==> config.mk <==
export PLATFORM = sky130hd
export DESIGN_NAME = instr_encoder
export DESIGN_NICKNAME = d
export VERILOG_FILES = /design/src/rtl/instr_encoder.sv
export SDC_FILE = /design/constraint.sdc
export NUM_CORES = 1
export LEC_CHECK = 0
export BUFFER_PORTS_ARGS = -buffer_cell sky130_fd_sc_hd__buf_2
export CORE_ASPECT_RATIO = 2
export CORE_MARGIN = 2
export CORE_UTILIZATION = 55
export CTS_BUF_LIST = sky130_fd_sc_hd__clkbuf_8
export CTS_CLUSTER_SIZE = 16
export DETAILED_ROUTE_END_ITERATION = 6
export HOLD_SLACK_MARGIN = 0.12
export PLACE_DENSITY = 0.79
export REMOVE_ABC_BUFFERS = 1
export SKIP_LAST_GASP = 1
export SYNTH_ARGS = -nofsm -noshare
export SYNTH_HDL_FRONTEND = slang
export SYNTH_SLANG_ARGS = --single-unit
==> constraint.sdc <==
create_clock -name clk -period 6.2 [get_ports clk]
set_input_delay 1.24 -clock clk [delete_from_list [all_inputs] [get_ports clk]]
set_output_delay 1.24 -clock clk [all_outputs]
set_load 0.005 [all_outputs]
==> src/rtl/instr_encoder.sv <==
// MIPS-subset instruction encoder: encodes commands into words, queues them in a small FIFO
// and streams them to instruction memory. Define INSTR_ENC_DELAY_SLOT_EN to append a NOP after control transfers.
module instr_encoder #(
    parameter logic [31:0] BASE_ADDR = 32'h0000_0000,
    parameter int          DEPTH     = 4
) (
    input  logic        clk,
    input  logic        rst_n,
    input  logic        cmd_valid,
    output logic        cmd_ready,
    input  logic [3:0]  cmd_kind,
    input  logic [4:0]  cmd_rs,
    input  logic [4:0]  cmd_rt,
    input  logic [4:0]  cmd_rd,
    input  logic [15:0] cmd_imm,
    input  logic [25:0] cmd_target,
    output logic        mem_req,
    output logic [31:0] mem_addr,
    output logic [31:0] mem_wdata,
    input  logic        mem_ack,
    output logic        err_illegal,
    output logic        busy
);
    localparam int AW = $clog2(DEPTH);
    localparam int CW = AW + 1;
`ifdef INSTR_ENC_DELAY_SLOT_EN
    localparam bit SLOT_EN = 1'b1;
`else
    localparam bit SLOT_EN = 1'b0;
`endif
    // Worst-case entries a single command can consume.
    localparam logic [CW-1:0] NEED = SLOT_EN ? CW'(2) : CW'(1);

    typedef enum logic {S_IDLE, S_WRITE} state_t;

    state_t        r_state, w_state_nxt;
    logic [31:0]   r_mem [DEPTH];
    logic [AW-1:0] r_wr, r_rd, w_wr1;
    logic [CW-1:0] r_cnt, w_cnt_nxt, w_free;
    logic [31:0]   r_addr, w_word;
    logic          r_err, r_run;
    logic          w_legal, w_slot, w_fire, w_push, w_two, w_pop;

    always_comb begin
        w_word  = 32'h0;
        w_legal = 1'b1;
        w_slot  = 1'b0;
        case (cmd_kind)
            4'd0:  w_word = {6'b000000, cmd_rs, cmd_rt, cmd_rd, 5'b0, 6'b100001};
            4'd1:  w_word = {6'b000000, cmd_rs, cmd_rt, cmd_rd, 5'b0, 6'b100011};
            4'd2:  w_word = {6'b000000, cmd_rs, cmd_rt, cmd_rd, 5'b0, 6'b101010};
            4'd3:  begin w_word = {6'b000000, cmd_rs, 15'b0, 6'b001000}; w_slot = 1'b1; end
            4'd4:  w_word = {6'b100011, cmd_rs, cmd_rt, cmd_imm};
            4'd5:  w_word = {6'b101011, cmd_rs, cmd_rt, cmd_imm};
            4'd6:  begin w_word = {6'b000100, cmd_rs, cmd_rt, cmd_imm}; w_slot = 1'b1; end
            4'd7:  begin w_word = {6'b000101, cmd_rs, cmd_rt, cmd_imm}; w_slot = 1'b1; end
            4'd8:  w_word = {6'b001100, cmd_rs, cmd_rt, cmd_imm};
            4'd9:  w_word = {6'b001010, cmd_rs, cmd_rt, cmd_imm};
            4'd10: begin w_word = {6'b000010, cmd_target}; w_slot = 1'b1; end
            4'd11: begin w_word = {6'b000011, cmd_target}; w_slot = 1'b1; end
            default: w_legal = 1'b0;
        endcase
    end

    // Readiness depends only on registered occupancy, so a same-cycle pop never frees space.
    assign w_free    = CW'(DEPTH) - r_cnt;
    assign cmd_ready = r_run && (w_free >= NEED);
    assign w_fire    = cmd_valid && cmd_ready;
    assign w_push    = w_fire && w_legal;
    assign w_two     = w_push && SLOT_EN && w_slot;
    assign w_pop     = (r_state == S_WRITE) && mem_ack;
    assign w_wr1     = r_wr + AW'(1);
    assign w_cnt_nxt = r_cnt + CW'(w_push) + CW'(w_two) - CW'(w_pop);

    always_comb begin
        w_state_nxt = r_state;
        case (r_state)
            S_IDLE:  if (r_cnt != '0) w_state_nxt = S_WRITE;
            S_WRITE: if (mem_ack && (w_cnt_nxt == '0)) w_state_nxt = S_IDLE;
            default: w_state_nxt = S_IDLE;
        endcase
    end

    // Storage needs no reset: it is only observed while the FSM is in WRITE.
    always_ff @(posedge clk) begin
        if (w_push) begin
            r_mem[r_wr] <= w_word;
            if (w_two) r_mem[w_wr1] <= 32'h0;
        end
    end

    always_ff @(posedge clk or negedge rst_n) begin
        if (!rst_n) begin
            r_state <= S_IDLE;
            r_wr    <= '0;
            r_rd    <= '0;
            r_cnt   <= '0;
            r_addr  <= BASE_ADDR;
            r_err   <= 1'b0;
            r_run   <= 1'b0;
        end else begin
            r_state <= w_state_nxt;
            r_run   <= 1'b1;
            r_err   <= w_fire && !w_legal;
            r_cnt   <= w_cnt_nxt;
            if (w_push) r_wr <= w_two ? (r_wr + AW'(2)) : w_wr1;
            if (w_pop) begin
                r_rd   <= r_rd + AW'(1);
                r_addr <= r_addr + 32'd4;
            end
        end
    end

    // The head stays queued until acked, which keeps address and data stable while waiting.
    assign mem_req     = (r_state == S_WRITE);
    assign mem_addr    = r_addr;
    assign mem_wdata   = mem_req ? r_mem[r_rd] : 32'h0;
    assign err_illegal = r_err;
    assign busy        = (r_cnt != '0) || mem_req;
endmodule

# Word level (Yosys, flattened, before mapping)

Memories as Yosys holds them, arrays and structs flattened.
Cells that the tools add are included.

Flip-flop bits (word level): 42
Latch bits: 0
Bits in writable memories: 128
ROM bits: 0
Input port bits: 65
Output and inout bits: 68
Word-level logic and storage cells: 47
Memories kept: 1

Memory list:

| memory | depth | bits a word | read ports | clocked after memory_dff | write ports | line | source |
|---|---|---|---|---|---|---|---|
| r_mem  | 4     | 32          | 1          | 0                        | 1           | 37   | `logic [31:0] r_mem [DEPTH];` |

$add $sub $neg: 6
$mul: 0
Divide/modulo/power cells: 0
Magnitude comparators: 1
Equality and inequality tests: 11
Shift-type cells: 0
Mux-type cells: 8
Bitwise operators: 1
Reductions and logical operators: 12

Operators with widths:

| kind                                                                                 | number |
|---|---|
| 32-bit case mux with 12 select lines                                                 | 1 |
| 32-bit by 3-bit adder with 32-bit output (second input constant)                     | 1 |
| 32-bit 2-to-1 mux                                                                    | 1 |
| 4-bit by 3-bit == test with 1-bit output (second input constant)                     | 4 |
| 4-bit == test (second input constant)                                                | 4 |
| 12-bit OR reduction                                                                  | 1 |
| 4-bit by 2-bit == test with 1-bit output (second input constant)                     | 2 |
| 1-bit logical AND                                                                    | 6 |
| 1-bit 2-to-1 mux                                                                     | 5 |
| 2-bit by 1-bit adder with 2-bit output (second input constant)                       | 2 |
| 4-bit by 1-bit == test with 1-bit output (second input constant)                     | 1 |
| 4-bit logical NOT                                                                    | 1 |
| 3-bit by 1-bit adder with 3-bit output                                               | 1 |
| 3-bit by 1-bit greater-or-equal comparator with 1-bit output (second input constant) | 1 |
| 3-bit logical NOT                                                                    | 1 |
| 3-bit nonzero test                                                                   | 1 |
| 3-bit by 1-bit subtractor with 3-bit output                                          | 1 |
| 3-bit subtractor (first input constant)                                              | 1 |
| 1-bit case mux with 2 select lines                                                   | 1 |
| 1-bit logical NOT                                                                    | 1 |
| 1-bit logical OR                                                                     | 1 |
| 1-bit NOT                                                                            | 1 |

# Longest topological paths before layout

Depth after elaboration: 11
Mapped depth: 13
Depth with buffers taken out: 13

# Least setup slack after synthesis

No wires, ideal clock.

Path type: input -> register
Start point: input cmd_kind[3]
End point: register r_state (netlist: mem_req)
Library setup time: 129 ps
Arrival: 3,097 ps
Data required time: 6,071 ps
Path slack: 2,974 ps
Stages on the path: 8
Buffers on the path: 1
Cell sequence: buf_2 a21oi_1 inv_2 ha_1 inv_1 ha_1 fa_1 o41a_1

Word-level cells in the longest chain between the ends: 10
Elaborated cells on any way between the ends: 21
Classes of those cells: add/sub: 2; eq/ne: 11; mux: 3; reduce/logical: 5

RTL lines:

| what                                          | line | source |
|---|---|---|
| from (decl)                                   | 11   | `input logic [3:0] cmd_kind,` |
| 4-bit == test, or another cell as far along   | 48   | `case (cmd_kind)` |
| 12-bit OR reduction (no line) *               | -    |  |
| 1-bit 2-to-1 mux *                            | 48   |  |
| 1-bit logical AND *                           | 69   | `assign w_push = w_fire && w_legal;` |
| 3-bit by 1-bit adder with 3-bit output *      | 73   | `assign w_cnt_nxt = r_cnt + CW'(w_push) + CW'(w_two) - CW'(w_pop);` |
| 3-bit by 1-bit subtractor with 3-bit output * | 73   |  |
| named net w_cnt_nxt[1]                        | 39   | `logic [CW-1:0] r_cnt, w_cnt_nxt, w_free;` |
| 3-bit logical NOT *                           | 79   | `S_WRITE: if (mem_ack && (w_cnt_nxt == '0)) w_state_nxt = S_IDLE;` |
| 1-bit logical AND *                           | 79   |  |
| 1-bit 2-to-1 mux *                            | 79   |  |
| 1-bit case mux with 2 select lines *          | 77   | `case (r_state)` |
| named net w_state_nxt                         | 36   | `state_t r_state, w_state_nxt;` |
| to (signal assigned)                          | 102  | `r_state <= w_state_nxt;` |
| to (decl)                                     | 36   |  |

Mark *: on every way through the listed nets, which the timed path passes. The rest lies on a longest branch.
A chain may end at the register's enable or synchronous reset.

# Worst setup path after layout

Start point: register r_rd[0]
End point: output mem_wdata[28]

Word-level cells in the longest chain between the ends: 2

RTL lines:

| what                   | line | source |
|---|---|---|
| from (decl)            | 38   | `logic [AW-1:0] r_wr, r_rd, w_wr1;` |
| from (signal assigned) | 108  | `r_rd <= r_rd + AW'(1);` |
| memory 4 x 32 bit      | -    |  |
| 32-bit 2-to-1 mux      | 117  | `assign mem_wdata = mem_req ? r_mem[r_rd] : 32'h0;` |
| to (decl)              | 19   | `output logic [31:0] mem_wdata,` |

Every way passes these cells.

==> key figures <==
Run status
  – Status: finished, final reports clean

Die
  – Initial Util: 55.64%
  – X dimension of the die: 84.61 µm
  – CORE AREA: 12,840 µm²
  – Placement row count: 59
  – Full die area: 13,980 µm²
  – Die boundary height: 165.2 µm
  – I/O Pins: 133

Setup path
  – Element type at the critical path start: flip-flop
  – Largest driver fanout on the critical path: 23
  – Required time of the critical path: 4.96 ns
  – FF-to-FF Start: r_cnt[1]
  – Arrival time at the worst endpoint: 2.42 ns
  – Beginning of the critical path: r_rd[0]
  – Capturing element type of the critical path: output pin
  – Crit path kind: reg2out

Clock tree
  – Clock-pin slew reported for the worst setup and hold paths after clock tree synthesis: 0.10 ns
  – Clock insertion delay at the later pin of the skew report: 0.45 ns
  – CTS Buf Count: 17
  – Max Root-Sink Buffers: 2
  – Clk sinks: 164
  – Clock tree from TritonCTS: built
  – Number of buffers inserted for hold repair after clock tree synthesis: 0
  – Gates resized, CTS repair: 0
  – CTS root buf: clkbuf_8
  – Number of levels the H-tree was split into: 4
  – Postcts setup bufs: 0

Final layout
  – End-of-flow core utilization: 64.90%
  – Number of filler cells placed in the layout: 969
  – Synthesis-to-layout area growth: 16.65%
  – Fraction of final layout cells with drive strength greater than 1: 35.56%
  – Count of placed standard cells in the final layout, fillers left out: 751
  – Antenna diodes: 0
  – Post-route cell area: 8337 µm²
  – Final net count: 662

Logic synthesis
  – Number of instances in the synthesized netlist: 453
  – Number of enable-type register cells in the synthesized netlist: 124
  – Top post-synthesis cells by count: edfxtp_1 (124), dfrtp_1 (40), and2_1 (38)
  – Async set or reset register ratio after synthesis: 24.39%
  – Library cell occupying the most area in the post-synthesis netlist: edfxtp_1
  – Seq/Total Area, Yosys: 66.11%
  – Most frequently used cell type in the post-synthesis netlist: edfxtp_1
  – Largest cells by area after synthesis: edfxtp_1 (52%), dfrtp_1 (14%), mux4_2 (9.8%)
  – Flip-flop and latch count after synthesis: 164
  – Post-synthesis instance area: 7147 µm²
  – Count of unique library cells instantiated by Yosys: 49
  – Synthesized area divided by synthesized cell count: 15.78 µm²
  – Share of the synthesized area in the top cell type: 52.10%
  – Flip-flop cell with the highest count after synthesis: edfxtp_1
  – Synthesis warning total: 0

Global route
  – Largest net degree at the start of global routing: 41
  – Initial antenna violation count: 0
  – First-pass GRT wire length: 21.25 mm
  – All-layer global routing usage: 19.90%
  – Number of global-route vias before repair: 4,100
  – Global route total overflow: 0

Timing
  – Pins over their slew limit: 0
  – Setup violators final: 0
  – Max Fclk: 273.3 MHz
  – Pin slew with the least headroom to its limit: 1.085 ns
  – Relative slew slack: 27.61%
  – Worst clock skew: 0.01612 ns
  – Final hold viol count: 0
  – RSZ-0062 raised after global routing: false
  – Period utilization: 59.02%
  – Setup tns final: 0 ns
  – Post-layout minimum cycle time: 3.659 ns

Pwr
  – Static Leak: 3.384 nW
  – IR drop worst, VDD: 0.0002752 V
  – PwrDens: 375.7 nW/µm²

Min path
  – Worst hold start: mem_addr[31]
  – Classification of the worst-slack hold path: reg2reg

Placed design
  – DP Area: 7918 µm²
  – Post-DP HPWL: 8.881 mm
  – Total of buffers placed on input and output ports: 129
  – Number of placed cells counting well taps: 719
  – Gp weighted congestion: 0.7774

Detailed routing
  – Number of vias in the routed layout: 4,194
  – DRC Markers: 0
  – Initial detailed-routing violation count: 307
  – Vias per inst: 5.585
  – Final routed wire length divided by cell count: 18.17 µm
  – Antenna-violating nets left: 0
  – 1st-pass router iterations: 5
  – Routed wire length: 13.65 mm

Run
  – Max-cap violations: 0
-- state kept, by name, summed over array words and instances (netlist names) --
| signal | cells |
|---|---|
| r_cnt | 3 |
| mem_req | 1 |
| r_run | 1 |
| r_wr | 2 |
| r_mem | 124 |
| mem_addr | 30 |
| r_rd | 2 |
| err_illegal | 1 |
-- metrics by stage --
step	power, mW	hold WS [ns]	setup slack, ns
after floorplan	2.018	0.4647	2.774
after global placement	2.376	0.4554	2.783
after detailed placement	2.401	0.4610	2.729
after CTS	3.178	0.4754	2.435
after global routing	3.315	0.4824	2.341
final	3.132	0.4647	2.541
-- layer usage --
metal  GRT usage [%]  routed length [µm]  vias up
met5               0                   0        -
met4           5.123                 129        0
met3           4.473                 773       10
met2           33.14                7053      147
met1           26.84                5690     2060
li1                -                   -     1977
-- report_power, final --
group | switching (mW) | internal, mW | total [mW]
sequential | 0.0839 | 1.32 | 1.41
combinational | 0.448 | 0.498 | 0.946
clock | 0.435 | 0.344 | 0.780
total | 0.967 | 2.16 | 3.13
-- layout make-up --
cell class	count	area, µm²	share of cell area [%]
sequential	164	4726	56.69
multi-input combinational	243	2225	26.68
timing repair buffer	133	675.6	8.104
clock buffer	17	234.0	2.807
tap	152	190.2	2.281
clock inverter	15	185.2	2.221
inverter	27	101.3	1.216
-- critical path: stages, from the launching register on --
cell and delay, ns:
dfrtp_2 0.61, buf_4 0.48, mux4_2 0.58, and2_1 0.17, buf_2 0.12
-- cell families after synthesis --
| kind of cell | synth area share (%) |
|---|---|
| AO/OA/AOI/OAI | 4.797 |
| flip-flops | 66.11 |
| multiplexers | 10.22 |
| AND/OR/NAND/NOR | 9.629 |
| buffers and inverters | 2.941 |
| adder cells (fa/ha/maj) | 2.031 |
| XOR/XNOR | 4.167 |
| other | 0.1051 |
-- cells in the final DEF, fill, tap and decap left out, types with 2 or more instances in the layout --
master and count:
and4_1 4, xnor2_1 15, mux4_2 31, conb_1 4, a22oi_1 5, a22o_1 12
or2_1 2, ha_1 10, edfxtp_1 124, buf_4 4, buf_2 129, clkbuf_8 17
nor3_1 11, nand3_1 12, o22ai_1 7, nand2_1 15, inv_2 2, and2_2 4
dfrtp_1 39, xor2_1 19, inv_1 25, nand2b_1 4, clkinvlp_4 2, a222oi_1 5
nor3_2 3, nor2_1 9, clkinv_8 3, and3_1 2, o21ai_1 5, inv_6 3
nand4_1 4, and2_1 34, inv_8 5, mux2_1 2, nand4_2 2, a21oi_1 5
-- final timing paths --
path | end | slack (ns) | depth (start not counted)
worst max-delay path | mem_wdata[28] | 2.54 | 4
worst min-delay path | mem_addr[31] | 0.46 | 1
worst max register to register | mem_req | 3.01 | 12
worst min register to register | mem_addr[31] | 0.46 | 1
max in group asynchronous | r_rd[0] | 4.67 | 1
min in group asynchronous | mem_addr[29] | 0.90 | 1
Note: power is estimated with default switching activity, not from simulation.
